### config.mk
export PLATFORM = sky130hd
export DESIGN_NAME = gain_ramp_flat
export DESIGN_NICKNAME = d
export VERILOG_FILES = /design/src/rtl/gain_pkg.sv /design/src/rtl/gain_ramp_if.sv /design/src/rtl/gain_ramp.sv /design/src/flat_wrapper.sv
export SDC_FILE = /design/constraint.sdc
export NUM_CORES = 1
export LEC_CHECK = 0
export BUFFER_PORTS_ARGS = -buffer_cell sky130_fd_sc_hd__clkbuf_2
export CORE_ASPECT_RATIO = 2
export CORE_UTILIZATION = 55
export CTS_CLUSTER_DIAMETER = 200
export CTS_CLUSTER_SIZE = 12
export DETAILED_ROUTE_END_ITERATION = 6
export GPL_ROUTABILITY_DRIVEN = 0
export HOLD_SLACK_MARGIN = 0.05
export PLACE_DENSITY = 0.85
export REMOVE_ABC_BUFFERS = 1
export SLEW_MARGIN = 20
export SYNTH_ARGS = -nofsm -noshare
export SYNTH_HDL_FRONTEND = slang
export SYNTH_SLANG_ARGS = --single-unit
### constraint.sdc
create_clock -name clk -period 13.77 [get_ports clk]
set_input_delay 4.131 -clock clk [delete_from_list [all_inputs] [get_ports clk]]
set_output_delay 4.131 -clock clk [all_outputs]
set_load 0.02 [all_outputs]
### src/rtl/gain_pkg.sv
// Shared gain constants (Q4.12) and the gain ramp FSM state type.
package gain_pkg;

    localparam int unsigned GAIN_W     = 16;
    localparam int unsigned GAIN_FBITS = 12;

    localparam int GAIN_UNITY  = 4096;
    localparam int GAIN_HALF   = 2048;
    localparam int GAIN_DOUBLE = 8192;
    localparam int GAIN_MUTE   = 0;

    typedef enum logic [0:0] {
        IDLE = 1'b0,
        RAMP = 1'b1
    } gain_ramp_state_t;

endpackage

### src/rtl/gain_ramp_if.sv
// Target-gain valid/ready handshake between the register interface and gain_ramp.
interface gain_ramp_if
    import gain_pkg::*;
#(
    parameter int unsigned GWIDTH = GAIN_W
);
    logic signed [GWIDTH-1:0] tgt_gain;
    logic                     tgt_valid;
    logic                     tgt_ready;

    modport master (output tgt_gain, output tgt_valid, input  tgt_ready);
    modport slave  (input  tgt_gain, input  tgt_valid, output tgt_ready);
endinterface

### src/rtl/gain_ramp.sv
// Gain setpoint controller: slews gain_o toward the target by step per ce, with mute fade.
// Optional macro GAIN_RAMP_CLAMP_EN: negative targets are latched as zero.
module gain_ramp
    import gain_pkg::*;
#(
    parameter int unsigned GWIDTH    = GAIN_W,
    parameter int unsigned FBITS     = GAIN_FBITS,
    parameter int unsigned STEP_W    = 12,
    parameter int          INIT_GAIN = 1 << FBITS
) (
    input  logic                     clk,
    input  logic                     rst_n,
    input  logic                     ce,
    gain_ramp_if.slave               tgt_if,
    input  logic [STEP_W-1:0]        step,
    input  logic                     mute,
    output logic signed [GWIDTH-1:0] gain_o,
    output logic                     ramping_o,
    output logic                     done_o
);

    localparam int unsigned DW = GWIDTH + 1;

    gain_ramp_state_t         r_state, w_state_nxt;
    logic signed [GWIDTH-1:0] r_gain, w_gain_nxt;
    logic signed [GWIDTH-1:0] r_tgt, w_tgt_nxt;
    logic                     r_done, w_done_nxt;

    logic                     w_hs;
    logic signed [GWIDTH-1:0] w_tgt_in;
    logic signed [GWIDTH-1:0] w_eff;
    logic signed [DW-1:0]     w_diff;
    logic        [DW-1:0]     w_mag;
    logic        [DW-1:0]     w_step_x;
    logic                     w_last_step;

    assign w_hs = tgt_if.tgt_valid && (r_state == IDLE);

    // Incoming target after optional non-inverting clamp
    always_comb begin
        w_tgt_in = GWIDTH'(tgt_if.tgt_gain);
`ifdef GAIN_RAMP_CLAMP_EN
        if (w_tgt_in[GWIDTH-1]) begin
            w_tgt_in = '0;
        end
`endif
    end

    // Effective target sees the incoming value on the handshake edge, not the stale register
    assign w_eff       = mute ? GWIDTH'(GAIN_MUTE) : (w_hs ? w_tgt_in : r_tgt);
    assign w_diff      = DW'(w_eff) - DW'(r_gain);
    assign w_mag       = w_diff[DW-1] ? DW'(-w_diff) : DW'(w_diff);
    assign w_step_x    = DW'(step);
    assign w_last_step = (step == '0) || (w_mag <= w_step_x);

    always_comb begin
        w_state_nxt = r_state;
        w_gain_nxt  = r_gain;
        w_tgt_nxt   = r_tgt;
        w_done_nxt  = 1'b0;
        case (r_state)
            IDLE: begin
                if (w_hs) begin
                    w_tgt_nxt = w_tgt_in;
                end
                if (w_eff != r_gain) begin
                    w_state_nxt = RAMP;
                end else if (w_hs) begin
                    w_done_nxt = 1'b1;
                end
            end
            RAMP: begin
                if (ce) begin
                    if (w_last_step) begin
                        w_gain_nxt  = w_eff;
                        w_state_nxt = IDLE;
                        w_done_nxt  = 1'b1;
                    end else if (w_diff[DW-1]) begin
                        w_gain_nxt = r_gain - GWIDTH'(step);
                    end else begin
                        w_gain_nxt = r_gain + GWIDTH'(step);
                    end
                end
            end
            default: begin
                w_state_nxt = IDLE;
            end
        endcase
    end

    always_ff @(posedge clk) begin
        if (!rst_n) begin
            r_state <= IDLE;
            r_gain  <= GWIDTH'(INIT_GAIN);
            r_tgt   <= GWIDTH'(INIT_GAIN);
            r_done  <= 1'b0;
        end else begin
            r_state <= w_state_nxt;
            r_gain  <= w_gain_nxt;
            r_tgt   <= w_tgt_nxt;
            r_done  <= w_done_nxt;
        end
    end

    assign gain_o           = r_gain;
    assign done_o           = r_done;
    assign ramping_o        = (r_state == RAMP);
    assign tgt_if.tgt_ready = (r_state == IDLE);

endmodule

### src/flat_wrapper.sv
// flat-port wrapper written by rule: the top's interface ports become plain ports
module gain_ramp_flat import gain_pkg::*;
#(
    parameter int unsigned GWIDTH    = GAIN_W,
    parameter int unsigned FBITS     = GAIN_FBITS,
    parameter int unsigned STEP_W    = 12,
    parameter int          INIT_GAIN = 1 << FBITS
)
  (clk, rst_n, ce, step, mute, gain_o, ramping_o, done_o, tgt_if_tgt_gain, tgt_if_tgt_valid, tgt_if_tgt_ready);
  gain_ramp_if #(.GWIDTH(GWIDTH)) tgt_if_i ();
  input  logic clk;
  input  logic rst_n;
  input  logic ce;
  input  logic [STEP_W-1:0] step;
  input  logic mute;
  output logic signed [GWIDTH-1:0] gain_o;
  output logic ramping_o;
  output logic done_o;
  input wire logic [$bits(tgt_if_i.tgt_gain)-1:0] tgt_if_tgt_gain;
  input wire logic [$bits(tgt_if_i.tgt_valid)-1:0] tgt_if_tgt_valid;
  output wire logic [$bits(tgt_if_i.tgt_ready)-1:0] tgt_if_tgt_ready;
  assign tgt_if_i.tgt_gain = tgt_if_tgt_gain;
  assign tgt_if_i.tgt_valid = tgt_if_tgt_valid;
  assign tgt_if_tgt_ready = tgt_if_i.tgt_ready;
  gain_ramp #(.GWIDTH(GWIDTH), .FBITS(FBITS), .STEP_W(STEP_W), .INIT_GAIN(INIT_GAIN)) u_core (.clk(clk), .rst_n(rst_n), .ce(ce), .tgt_if(tgt_if_i), .step(step), .mute(mute), .gain_o(gain_o), .ramping_o(ramping_o), .done_o(done_o));
endmodule
# Word level (Yosys, flattened, before mapping)
# Index checks and enable logic that the tools add are counted.
[word_totals]
ff_bits = 34
in_bits = 33
output_inout_bits = 19
wordCells = 29
[op_classes]
addsub = 4
n_lt_le_gt_ge = 1
eq_ne = 1
n_mux = 14
bitwise = 1
n_reduce_logical = 4
[op_table]
columns = ["op", "n"]
rows = [
  ["$mux 16", 4],
  ["$le 17x12->1", 1],
  ["$mux 17", 1],
  ["$neg 17->17", 1],
  ["$sub 16x16->17", 1],
  ["$add 16x12->16", 1],
  ["$ne 16x16->1", 1],
  ["$sub 16x12->16", 1],
  ["$logic_not 12->1", 1],
  ["$mux 1", 7],
  ["$pmux 1 s2", 2],
  ["$reduce_and 2->1", 1],
  ["$logic_and 1x1->1", 1],
  ["$logic_or 1x1->1", 1],
  ["$not 1->1", 1],
]

# Logic depth before layout (Yosys ltp)
[logic_depth]
depth_word = 12
ltp_mapped = 27
ltp_nobuf = 24

# Worst setup path before layout
# No wires, ideal clock.
[synth_path]
path_kind = "input-to-reg"
start = "input port tgt_if_tgt_valid"
end = "register u_core.r_gain[15] (netlist: u_core.gain_o[15])"
arrival_ns = 9.685
setup_slack_ns = 4.026
cell_stages = 25
n_path_buf = 4
cell_sequence = "nor2b_1 > clkbuf_1 > clkbuf_1 > mux2i_1 > nor2_1 > ha_1 > clkbuf_1 > or2_0 > a21o_1 > and3_1 > o41ai_1 > clkbuf_1 > a41oi_1 > xnor2_1 > ha_1 > or3_1 > or4_1 > o21ai_0 > a21oi_1 > a211o_1 > a21oi_1 > xor2_1 > or3_1 > a211oi_1 > o31a_1"
[synth_between]
elab_chain_len = 9
elab_cells_between_ends = 10
cone_classes = "2 x add/sub; 1 x order compare; 5 x mux; 2 x reduce/logical"
[synth_rtl]
columns = ["element", "line_no", "text"]
rows = [
  ["from (decl)", "flat_wrapper.sv:20", "input wire logic [$bits(tgt_if_i.tgt_valid)-1:0] tgt_if_tgt_valid;"],
  ["$logic_and 1x1->1 *", "gain_ramp.sv:37", "assign w_hs = tgt_if.tgt_valid && (r_state == IDLE);"],
  ["$mux 16 * (2 in a row)", "gain_ramp.sv:50", "assign w_eff = mute ? GWIDTH'(GAIN_MUTE) : (w_hs ? w_tgt_in : r_tgt);"],
  ["$sub 16x16->17", "gain_ramp.sv:51", "assign w_diff = DW'(w_eff) - DW'(r_gain);"],
  ["$neg 17->17", "gain_ramp.sv:52", "assign w_mag = w_diff[DW-1] ? DW'(-w_diff) : DW'(w_diff);"],
  ["$mux 17", "gain_ramp.sv:52", ""],
  ["$le 17x12->1", "gain_ramp.sv:54", "assign w_last_step = (step == '0) || (w_mag <= w_step_x);"],
  ["$logic_or 1x1->1", "gain_ramp.sv:54", ""],
  ["$mux 16 *", "gain_ramp.sv:74", "if (w_last_step) begin"],
  ["to (signal assigned)", "gain_ramp.sv:94", "r_gain <= GWIDTH'(INIT_GAIN);"],
  ["to (signal assigned)", "gain_ramp.sv:99", "r_gain <= w_gain_nxt;"],
  ["to (decl)", "gain_ramp.sv:25", "logic signed [GWIDTH-1:0] r_gain, w_gain_nxt;"],
]
# Every way passes the cells marked *; elsewhere a longest branch is shown, timed or not.
# A chain may end at the register's enable or synchronous reset.

# Worst setup path after layout
# Ends and elaborated chain as after synthesis.

==> impl_metrics.toml <==
[outcome]
status = "finished clean"

[drt]
wl_per_cell_um = 19.1
drtAntennaViolNets = 0
viasPerCell = 6.65
num_vias = 4466
firstDrtPassIters = 5
routed_wl_um = 12800
drt_iter0_drc = 394
drc = 0

[logic_synthesis]
seq_area_frac_synth_pct = 16.5
synth_cell_types = 66
synth_edf_count = 0
yosysMostFrequentCell = "nor2_1"
yosys-top-cells-area = "dfxtp_1 17%, ha_1 14%, xnor2_1 6.6%"
ys.warnings.count = 0
ys_ff_latch = 34
synth-async-reset-ratio_pct = 0
syn_area_mm2 = 0.00412
netlist_top_cells_count = "53 x nor2_1, 45 x ha_1, 37 x inv_1, 36 x a21oi_1, 35 x nand2_1"
syn_area_per_cell_um2 = 7.54
synth-main-ff-cell = "dfxtp_1"
yosys.area.top_type_share_pct = 16.5
syn_inst = 546
yosys.area.top_type = "dfxtp_1"

[worst_setup_path]
crit_buf_inv = 1
rr_endpoint = "u_core.gain_o[15]$_SDFFE_PN0P_"
critPathRequiredTime_ps = 14000
reg2reg_depth = 21
path_cells = "clkbuf_2 > nor2b_4 > mux2i_1 > or2_2 > ha_1 > fa_1 > nand2b_1 > a21oi_1 > o311a_1 > o41a_1 > mux2i_1 > ha_1 > nor2b_1 > o31a_1 > o41ai_1 > a21oi_1 > a211o_1 > a21oi_1 > xor2_1 > or3_1 > a211oi_1 > o31a_1"
endpoint = "u_core.gain_o[15]$_SDFFE_PN0P_"
cp_slowest_cell = "o41a_1"
cpMostUsedCell = "a21oi_1"
endpoint_kind = "flip-flop"
critPathLaunch = "tgt_if_tgt_valid"
worstReg2RegStart = "u_core.ramping_o$_SDFF_PN0_"
critPathMaxFanout = 17
cp.arrival_ps = 10230
crit_type = "in -> reg"
worst_setup_path_start_kind = "input pin"
critPathMaxStageDelay_ps = 590
path_depth = 22
crit_family = "compound AO/OA/AOI/OAI gates"
regToRegSetupSlack_ps = 7300

[layout]
fin_cells = 672
layout-drive-gt1-share_pct = 14.0
design_area_mm2 = 0.00455
area_delta_synth_final_pct = 10.6
nNetsFinal = 659
diodes = 0

[clock_tree]
path_clk_slew_ps = 60
cts_hold_buf = 0
cts_buffer_depth = 2
post_cts_buffers = 0
cts_buffers = 5
post_cts_resized = 0
cts_tree = "yes"
clock_latency_ps = 290
htree_levels = 2
cts-root-buf = "clkbuf_16"
clock_sinks = 34

[grt]
busiest_layer = "met2"
grt-ovfl-total = 0
grt_pass1_wl_um = 20300
grt_pass1_vias = 4319
grt_max_degree = 24
gr-usage-met1_pct = 34.3
grt_usage_pct = 32.7
antenna_found_initial = 0
grt_use_met2_pct = 59.4
grtUsageMet3_pct = 3.21

[place]
hpwl_um = 9940
dp.cells = 664
place_area_mm2 = 0.00438
portBuffers = 51

[floorplan]
boundaryPins = 52
dieArea_mm2 = 0.00786
die_w_um = 63.2
die_h_um = 124
num_rows = 44
start_util_pct = 56.6
core_mm2 = 0.00727

[sta]
layout_min_cycle_time_ps = 10000
period_share_pct = 72.7
setup_viol = 0
final-hold-violation-count = 0
slew-limit-headroom_pct = 27.0
tightestPinTransition_ps = 1090
setup_tns_ps = 0
timing.fmax_mhz = 100
rsz0062_at_grt = "no"
drv_slew = 0
fin_skew_ps = 8.86

[power_and_ir_drop]
p_per_area_mw_per_mm2 = 292
leakage_nw = 1.99
ir_worst_vdd_uv = 186

[min_path]
hp-class = "reg -> reg"

[run]
max-cap-violations = 0
## where the power goes
part / switching [W] / internal, W
Sequential: 0.0000265 / 0.000118
Clock: 0.0000435 / 0.0000847
Combinational: 0.000624 / 0.000431
Total: 0.000695 / 0.000634
## registers in the layout, summed over array words and instances, names as in the netlist
name,flops
u_core.ramping_o,1
u_core.r_tgt,16
u_core.gain_o,16
u_core.done_o,1
## cells by family after synthesis
family	Yosys count	synth area share, %
adders and majority gates	47	14.7
xor gates and xnor gates	41	8.72
and+or+nand+nor	191	23.6
AOI/OAI and AO/OA	150	25.4
buffers and inverters	63	6.20
muxes	20	4.89
DFF	34	16.5
## cell type report
type / count / area, um2
Multi-Input combinational cell: 449 / 3190
Fill cell: 666 / 2720
Sequential cell: 34 / 681
Timing Repair Buffer: 52 / 263
Inverter: 37 / 139
Clock buffer: 5 / 125
Tap cell: 92 / 115
Clock inverter: 3 / 40.0
## through the flow
stage / hold WS [ps] / total power [W] / util [%] / setup slack (ps)
5_1_grt: 524 / 0.00142 / 62.6 / 3370
4_1_cts: 485 / 0.00130 / 62.6 / 3470
2_1_floorplan: 448 / 0.000921 / - / 3480
3_3_place_gp: 467 / 0.00113 / 60.3 / 3400
3_5_place_dp: 472 / 0.00117 / 60.3 / 3190
6_report: 490 / 0.00133 / 62.6 / 3770
## metal layers
layer	vias to the layer above	share of wire [%]
li1	2070	-
met1	2088	35
met2	237	51
met3	71	5.7
met4	0	7.5
met5	-	0
## tightest hold or removal path, stage by stage (launching register included)
cell and delay, ps:
dfxtp_1 300, mux2i_1 70, nor2_1 80
## cell usage in the layout, fill, tap and decap left out, types with 3 or more instances in the layout
cell type,count
and3_1,8
o21ai_0,23
nand4_1,11
or2_2,8
a21oi_1,36
or3_1,8
o31a_1,9
inv_1,37
nor2b_1,5
nand2b_1,8
a31oi_1,6
o41ai_1,4
dfxtp_1,34
xnor2_1,31
ha_1,45
a21boi_0,3
o2111ai_1,5
and2_1,7
o31ai_1,4
nand3_1,21
a211o_1,7
nor2_1,53
nor4_1,3
clkbuf_2,51
mux2i_1,19
clkbuf_16,5
nor3_1,11
o211ai_1,8
xor2_1,10
a21o_1,12
nand2_1,35
a211oi_1,8
## how the worst min path moves through the flow
| stage | start | end | slack (ps) | depth (start not counted) |
|---|---|---|---|---|
| floorplan | u_core.r_tgt[0]$_SDFFE_PN0N_ | u_core.r_tgt[0]$_SDFFE_PN0N_ | 450 | 2 |
| global placement | u_core.r_tgt[0]$_SDFFE_PN0N_ | u_core.r_tgt[0]$_SDFFE_PN0N_ | 470 | 2 |
| detailed placement | u_core.r_tgt[0]$_SDFFE_PN0N_ | u_core.r_tgt[0]$_SDFFE_PN0N_ | 470 | 2 |
| CTS | u_core.r_tgt[0]$_SDFFE_PN0N_ | u_core.r_tgt[0]$_SDFFE_PN0N_ | 480 | 2 |
| global route | u_core.r_tgt[10]$_SDFFE_PN0N_ | u_core.r_tgt[10]$_SDFFE_PN0N_ | 520 | 2 |
| finish | u_core.r_tgt[0]$_SDFFE_PN0N_ | u_core.r_tgt[0]$_SDFFE_PN0N_ | 490 | 2 |
(Power assumes the default switching activity.)
